`config.mk`:
```
export PLATFORM = sky130hd
export DESIGN_NAME = inv_shift_rows_seq
export DESIGN_NICKNAME = d
export VERILOG_FILES = /design/src/rtl/inv_shift_rows_seq.sv
export SDC_FILE = /design/constraint.sdc
export NUM_CORES = 1
export LEC_CHECK = 0
export ABC_AREA = 1
export BUFFER_PORTS_ARGS = -buffer_cell sky130_fd_sc_hd__buf_4
export CORE_ASPECT_RATIO = 2
export CORE_UTILIZATION = 24
export DETAILED_ROUTE_END_ITERATION = 8
export PLACE_DENSITY_LB_ADDON = 0.05
export SLEW_MARGIN = 20
export SYNTH_ARGS = -nofsm -noshare
export SYNTH_HDL_FRONTEND = slang
export SYNTH_SLANG_ARGS = --single-unit
```
`constraint.sdc`:
```
create_clock -name clk -period 1.9 [get_ports clk]
set_input_delay 0.095 -clock clk [delete_from_list [all_inputs] [get_ports clk]]
set_output_delay 0.095 -clock clk [all_outputs]
set_load 0.1 [all_outputs]
```
`src/rtl/inv_shift_rows_seq.sv`:
```
// inv_shift_rows_seq
//   AES row-permutation engine for the decryption datapath. Performs
//   InvShiftRows (row r rotated right by r) or, per transaction, forward
//   ShiftRows (row r rotated left by r). With SERIAL=1 the rows are rotated
//   one position per cycle over three ROT cycles; with SERIAL=0 the full
//   permutation is applied at load.
//
// Ports
//   clk        rising-edge clock
//   rst        synchronous active-high reset
//   in_valid   upstream has a state word
//   in_ready   engine accepts in_data this cycle
//   in_data    AES state, byte (r,c) at [(15-(r+4c))*8 +: 8]
//   in_fwd     sampled at accept: 0 = InvShiftRows, 1 = ShiftRows
//   out_valid  out_data holds the result
//   out_ready  downstream takes out_data
//   out_data   permuted state, same byte mapping as in_data
//   busy       high in ROT or HOLD
module inv_shift_rows_seq #(
    parameter bit SERIAL = 1'b1
) (
    input  logic         clk,
    input  logic         rst,
    input  logic         in_valid,
    output logic         in_ready,
    input  logic [127:0] in_data,
    input  logic         in_fwd,
    output logic         out_valid,
    input  logic         out_ready,
    output logic [127:0] out_data,
    output logic         busy
);

    typedef enum logic [1:0] {
        IDLE = 2'd0,
        ROT  = 2'd1,
        HOLD = 2'd2
    } state_t;

    state_t       state_q;
    logic [127:0] data_q;
    logic [1:0]   cnt_q;
    logic         dir_q;

    logic         accept;
    logic [127:0] data_full;
    logic [127:0] data_step;

    // Bit offset of byte (r,c) inside the 128-bit state word.
    function automatic int unsigned bidx(input int unsigned r, input int unsigned c);
        return (15 - (r + 4 * c)) * 8;
    endfunction

    // Complete permutation: row r rotated by r (right if inverse, left if forward).
    function automatic logic [127:0] full_perm(input logic [127:0] w, input logic fwd);
        logic [127:0] o;
        int unsigned  src;
        o = '0;
        for (int unsigned r = 0; r < 4; r++) begin
            for (int unsigned c = 0; c < 4; c++) begin
                src = fwd ? ((c + r) % 4) : ((c + 4 - r) % 4);
                o[bidx(r, c) +: 8] = w[bidx(r, src) +: 8];
            end
        end
        return o;
    endfunction

    // One serial step k: every row r >= k rotates by a single position, so
    // after steps 1..3 row r has moved exactly r positions.
    function automatic logic [127:0] row_step(input logic [127:0] w,
                                              input int unsigned k,
                                              input logic fwd);
        logic [127:0] o;
        int unsigned  src;
        o = '0;
        for (int unsigned r = 0; r < 4; r++) begin
            for (int unsigned c = 0; c < 4; c++) begin
                if (r >= k) begin
                    src = fwd ? ((c + 1) % 4) : ((c + 3) % 4);
                end else begin
                    src = c;
                end
                o[bidx(r, c) +: 8] = w[bidx(r, src) +: 8];
            end
        end
        return o;
    endfunction

    // In HOLD a new word may be taken on the same edge the result leaves.
    assign in_ready  = (state_q == IDLE) || ((state_q == HOLD) && out_ready);
    assign accept    = in_valid && in_ready;
    assign out_valid = (state_q == HOLD);
    assign busy      = (state_q != IDLE);
    assign out_data  = data_q;

    assign data_full = full_perm(in_data, in_fwd);
    assign data_step = row_step(data_q, {30'd0, cnt_q}, dir_q);

    always_ff @(posedge clk) begin
        if (rst) begin
            state_q <= IDLE;
            data_q  <= '0;
            cnt_q   <= '0;
            dir_q   <= 1'b0;
        end else begin
            case (state_q)
                IDLE, HOLD: begin
                    if (accept) begin
                        dir_q <= in_fwd;
                        if (SERIAL) begin
                            data_q  <= in_data;
                            cnt_q   <= 2'd1;
                            state_q <= ROT;
                        end else begin
                            data_q  <= data_full;
                            state_q <= HOLD;
                        end
                    end else if ((state_q == HOLD) && out_ready) begin
                        state_q <= IDLE;
                    end
                end
                ROT: begin
                    data_q <= data_step;
                    // Counter wraps 3 -> 0 on the last step.
                    cnt_q  <= cnt_q + 2'd1;
                    if (cnt_q == 2'd3) begin
                        state_q <= HOLD;
                    end
                end
                default: begin
                    state_q <= IDLE;
                end
            endcase
        end
    end

endmodule

```
==> run_summary.xml <==
<?xml version="1.0" encoding="UTF-8"?>
<metrics>
  <group name="status">
    <metric name="status" unit="">complete, but fails checks</metric>
    <metric name="failed_checks" unit="">DRC</metric>
  </group>
  <group name="pwr">
    <metric name="share_comb_of_total_power" unit="%">45.5</metric>
    <metric name="switching_power" unit="mW">6.10</metric>
    <metric name="total_power" unit="mW">12.7</metric>
    <metric name="p_per_area" unit="mW/mm2">979</metric>
    <metric name="power.ir.vdd_worst" unit="mV">0.684</metric>
    <metric name="sw_frac_of_total" unit="%">47.8</metric>
    <metric name="clock_power_share" unit="%">27.1</metric>
    <metric name="seq_power_share" unit="%">27.4</metric>
    <metric name="power_report.internal_total" unit="mW">6.65</metric>
    <metric name="p_leak" unit="nW">6.67</metric>
  </group>
  <group name="worst_setup_path">
    <metric name="critical_path.startpoint_type" unit="">register</metric>
    <metric name="worst_setup_path_end_kind" unit="">register</metric>
    <metric name="critPathLaunch" unit="">cnt_q[0]$_SDFFE_PP0P_</metric>
    <metric name="critPathArrivalTime" unit="ns">2.10</metric>
    <metric name="crit-reg2reg-launch" unit="">cnt_q[0]$_SDFFE_PP0P_</metric>
    <metric name="crit_fanout" unit="">9</metric>
    <metric name="worst_reg2reg_path_length_in_cells" unit="">9</metric>
    <metric name="cp_data_required_time" unit="ns">2.28</metric>
    <metric name="reg2reg_slack" unit="ns">0.18</metric>
    <metric name="timing.rr.end" unit="">out_data[110]$_SDFFE_PP0P_</metric>
    <metric name="worstSetupEndpoint" unit="">out_data[110]$_SDFFE_PP0P_</metric>
    <metric name="timing.setup.critical_path_class" unit="">reg -&gt; reg</metric>
  </group>
  <group name="global_route">
    <metric name="grt_first_pass_wirelength" unit="mm">61.1</metric>
    <metric name="grtUsageMet1" unit="%">21.7</metric>
    <metric name="met2_usage" unit="%">39.3</metric>
    <metric name="grt-ovfl-total" unit="">0</metric>
    <metric name="gr_layer_usage_met3" unit="%">3.67</metric>
    <metric name="grt_pass1_vias" unit="">10700</metric>
    <metric name="antenna_violations_before_repair" unit="">0</metric>
    <metric name="highest_utilization_routing_layer_at_the_global_route_stage" unit="">met2</metric>
    <metric name="largest_net_degree_at_the_start_of_global_routing" unit="">87</metric>
    <metric name="overall_track_demand_over_capacity_in_global_routing" unit="%">20.8</metric>
  </group>
  <group name="synthesis">
    <metric name="synth_area_leader_cell" unit="">sky130_fd_sc_hd__dfxtp_1</metric>
    <metric name="synth.area.mux_share" unit="%">0</metric>
    <metric name="ys_ff_latch" unit="">133</metric>
    <metric name="netlist_instances" unit="">1610</metric>
    <metric name="top_ff_cell_synth" unit="">sky130_fd_sc_hd__dfxtp_1</metric>
    <metric name="ys_warn_count" unit="">0</metric>
    <metric name="count_leader_synth" unit="">sky130_fd_sc_hd__nand2_1</metric>
    <metric name="syn_avg_cell_area" unit="um2">5.61</metric>
    <metric name="yosys.area.top_type_share" unit="%">29.5</metric>
    <metric name="synth_compound_gate_area_share" unit="%">12.7</metric>
    <metric name="postSynth.asyncResetShare" unit="%">0</metric>
    <metric name="ys_top_cells_by_area" unit="">sky130_fd_sc_hd__dfxtp_1 (30%), sky130_fd_sc_hd__nand2_1 (21%), sky130_fd_sc_hd__nand3_1 (10%)</metric>
    <metric name="netlist_area" unit="mm2">0.00902</metric>
    <metric name="synth-simple-area-share" unit="%">44.0</metric>
    <metric name="post_synth_num_cell_types" unit="">25</metric>
    <metric name="combinational_family_with_the_most_area_after_synthesis" unit="">simple AND/OR/NAND/NOR gates</metric>
    <metric name="ys_seq_area_share" unit="%">29.5</metric>
    <metric name="yosys.area_share.xor_xnor" unit="%">0</metric>
    <metric name="number_of_enable_flip_flop_cells_after_synthesis" unit="">0</metric>
    <metric name="synth.cells.most_frequent" unit="">sky130_fd_sc_hd__nand2_1 (510), sky130_fd_sc_hd__nor2_1 (240), sky130_fd_sc_hd__nand3_1 (180), sky130_fd_sc_hd__inv_1 (157), sky130_fd_sc_hd__dfxtp_1 (133)</metric>
    <metric name="synth-adder-area-share" unit="%">0.555</metric>
    <metric name="synth_nets" unit="">1747</metric>
  </group>
  <group name="layout">
    <metric name="antenna_diodes" unit="">0</metric>
    <metric name="synthToLayoutAreaGrowth" unit="%">44.3</metric>
    <metric name="post_route_cells_drive_above_1_share" unit="%">20.0</metric>
    <metric name="design_area" unit="mm2">0.0130</metric>
    <metric name="fin_nets" unit="">2053</metric>
    <metric name="instances_no_fill" unit="">2388</metric>
  </group>
  <group name="cts">
    <metric name="tritoncts_clock_tree" unit="">built</metric>
    <metric name="clock_latency" unit="ns">0.44</metric>
    <metric name="numCtsBuffers" unit="">17</metric>
    <metric name="cts.root.buffer_cell" unit="">sky130_fd_sc_hd__clkbuf_16</metric>
    <metric name="clkSlewWorstSetupHoldPaths" unit="ns">0.07</metric>
    <metric name="clk_buf_depth" unit="">2</metric>
    <metric name="cts_htree_levels" unit="">4</metric>
    <metric name="post-cts-setup-buffers" unit="">0</metric>
    <metric name="clock_sink_count" unit="">133</metric>
  </group>
  <group name="die">
    <metric name="ios" unit="">264</metric>
    <metric name="core_region_area" unit="mm2">0.0372</metric>
    <metric name="placementRows" unit="">100</metric>
    <metric name="die_width" unit="um">139</metric>
    <metric name="initial_core_utilization" unit="%">24.3</metric>
    <metric name="die_area" unit="mm2">0.0384</metric>
    <metric name="die_h" unit="um">276</metric>
  </group>
  <group name="route">
    <metric name="drt-wirelength-per-cell" unit="um">16.6</metric>
    <metric name="post_drt_via_cell_ratio" unit="">4.54</metric>
    <metric name="postRouteAntennaNets" unit="">0</metric>
    <metric name="drt_pre_antenna_iters" unit="">7</metric>
    <metric name="num_vias" unit="">10900</metric>
    <metric name="drc" unit="">14</metric>
    <metric name="finalWirelength" unit="mm">39.6</metric>
    <metric name="drt_iter0_markers" unit="">422</metric>
  </group>
  <group name="place">
    <metric name="gpl.final_weighted_congestion" unit="">0.937</metric>
    <metric name="placed_cells_incl_taps" unit="">2262</metric>
    <metric name="dp_hpwl" unit="mm">28.4</metric>
    <metric name="port-buffer-count" unit="">263</metric>
    <metric name="post_place_instance_area" unit="mm2">0.0115</metric>
  </group>
  <group name="sta">
    <metric name="tightestPinTransition" unit="ns">0.635</metric>
    <metric name="fmax" unit="MHz">582</metric>
    <metric name="worst_hold_margin" unit="ns">0.0211</metric>
    <metric name="grt_setup_unrepaired" unit="">no</metric>
    <metric name="final_hold_viol_count" unit="">0</metric>
    <metric name="setup-violations-final" unit="">0</metric>
    <metric name="setup_tns" unit="ns">0</metric>
    <metric name="timing.final.crit_period" unit="ns">1.72</metric>
    <metric name="finalClockSkew" unit="ns">0.00840</metric>
    <metric name="report.final.slew_viol_count" unit="">0</metric>
    <metric name="final.period_utilization" unit="%">90.4</metric>
    <metric name="timing.max_slew.rel_slack" unit="%">57.5</metric>
  </group>
  <group name="hold_path">
    <metric name="hp-class" unit="">in -&gt; reg</metric>
  </group>
  <group name="flow_run">
    <metric name="max_capacitance_violation_count" unit="">0</metric>
  </group>
</metrics>
## kinds of logic after synthesis
| kind of cell | Yosys count |
|---|---|
| compound gates | 227 |
| flops | 133 |
| fa+ha+maj | 4 |
| buf+inv | 276 |
| simple gates | 970 |
## area by class of cell
type | instances | area [um2]
clock inverter | 14 | 153
timing repair buffer | 397 | 3350
inverter | 166 | 629
tap | 459 | 574
sequential | 133 | 2670
fill | 4220 | 24100
multi-input combinational | 1201 | 5210
clock buffer | 18 | 439
## how the worst min path moves through the flow
stage,from,end,slack [ns],cells after the start
final,in_data[91],out_data[91]$_SDFFE_PP0P_,0.02,5
after detailed placement,rst,state_q[1]$_SDFFE_PP0P_,0.32,2
after CTS,in_data[91],out_data[91]$_SDFFE_PP0P_,0.004,5
after floorplan,rst,cnt_q[1]$_SDFFE_PP0P_,0.16,1
after global routing,in_data[76],out_data[76]$_SDFFE_PP0P_,0.02,5
after global placement,rst,state_q[1]$_SDFFE_PP0P_,0.31,2
## layout by cell type (no fill, tap or decap)
cell type,instances
sky130_fd_sc_hd__nand2_1,509
sky130_fd_sc_hd__buf_4,292
sky130_fd_sc_hd__nor2_1,238
sky130_fd_sc_hd__nand3_1,180
sky130_fd_sc_hd__inv_1,156
sky130_fd_sc_hd__dfxtp_1,131
sky130_fd_sc_hd__o21ai_0,120
sky130_fd_sc_hd__dlygate4sd3_1,94
sky130_fd_sc_hd__a21oi_1,83
sky130_fd_sc_hd__or2_2,30
sky130_fd_sc_hd__o21ai_1,22
sky130_fd_sc_hd__clkbuf_16,17
sky130_fd_sc_hd__buf_12,11
sky130_fd_sc_hd__clkinv_1,5
sky130_fd_sc_hd__clkinvlp_4,5
sky130_fd_sc_hd__clkinv_2,4
sky130_fd_sc_hd__nor2_2,3
sky130_fd_sc_hd__nand2_2,3
sky130_fd_sc_hd__ha_1,3
sky130_fd_sc_hd__inv_6,3
sky130_fd_sc_hd__clkinv_4,3
sky130_fd_sc_hd__nand2_4,2
sky130_fd_sc_hd__inv_2,2
sky130_fd_sc_hd__bufinv_16,2
sky130_fd_sc_hd__dfxtp_2,2
sky130_fd_sc_hd__a21oi_4,1
sky130_fd_sc_hd__nand2_8,1
sky130_fd_sc_hd__nor2_4,1
sky130_fd_sc_hd__or2_0,1
sky130_fd_sc_hd__or2_1,1
sky130_fd_sc_hd__o21ai_2,1
sky130_fd_sc_hd__and2_1,1
sky130_fd_sc_hd__ha_2,1
sky130_fd_sc_hd__clkbuf_8,1
## sequential cells by signal, summed over array words and instances, names as in the netlist
name / flops
state_q: 2
out_data: 128
cnt_q: 2
dir_q: 1
## power groups by stage
stage	Sequential, mW	Combinational (mW)	Clock (mW)
final	3.50	5.80	3.45
after global routing	3.55	6.24	3.68
after CTS	3.51	5.85	3.59
after detailed placement	3.56	5.69	0
after global placement	3.56	5.68	0
after floorplan	5.73	1.94	0
## worst max-delay path: stages (launching register included)
cell and delay [ns]:
sky130_fd_sc_hd__dfxtp_1 0.35, sky130_fd_sc_hd__ha_1 0.23, sky130_fd_sc_hd__buf_4 0.16, sky130_fd_sc_hd__nor2_2 0.24
sky130_fd_sc_hd__clkinvlp_4 0.29, sky130_fd_sc_hd__nand3_1 0.12, sky130_fd_sc_hd__nand2_1 0.06, sky130_fd_sc_hd__nand2_1 0.06
sky130_fd_sc_hd__nor2_1 0.04, sky130_fd_sc_hd__nor2_1 0.10
## per-layer routing
layer / part of all wire [%] / vias up
met4: 4.1 / 0
met5: 0 / -
li1: - / 5620
met2: 54 / 265
met3: 4.3 / 50
met1: 38 / 4918
## metrics by stage
step / util [%] / worst slack, ns
after floorplan: - / 0.000564
after global placement: 30.9 / 0.138
after detailed placement: 30.9 / 0.114
after CTS: 35.0 / 0.100
after global routing: 35.0 / 0.0142
final: 35.0 / 0.182
## timing repair
| action | CTS | global route |
|---|---|---|
| hold endpoints to repair | 94 | 0 |
| resized for setup | 0 | 4 |
| hold buffers | 94 | 0 |
| setup endpoints to repair | 0 | 14 |
Note: power is estimated with default switching activity, not from simulation.
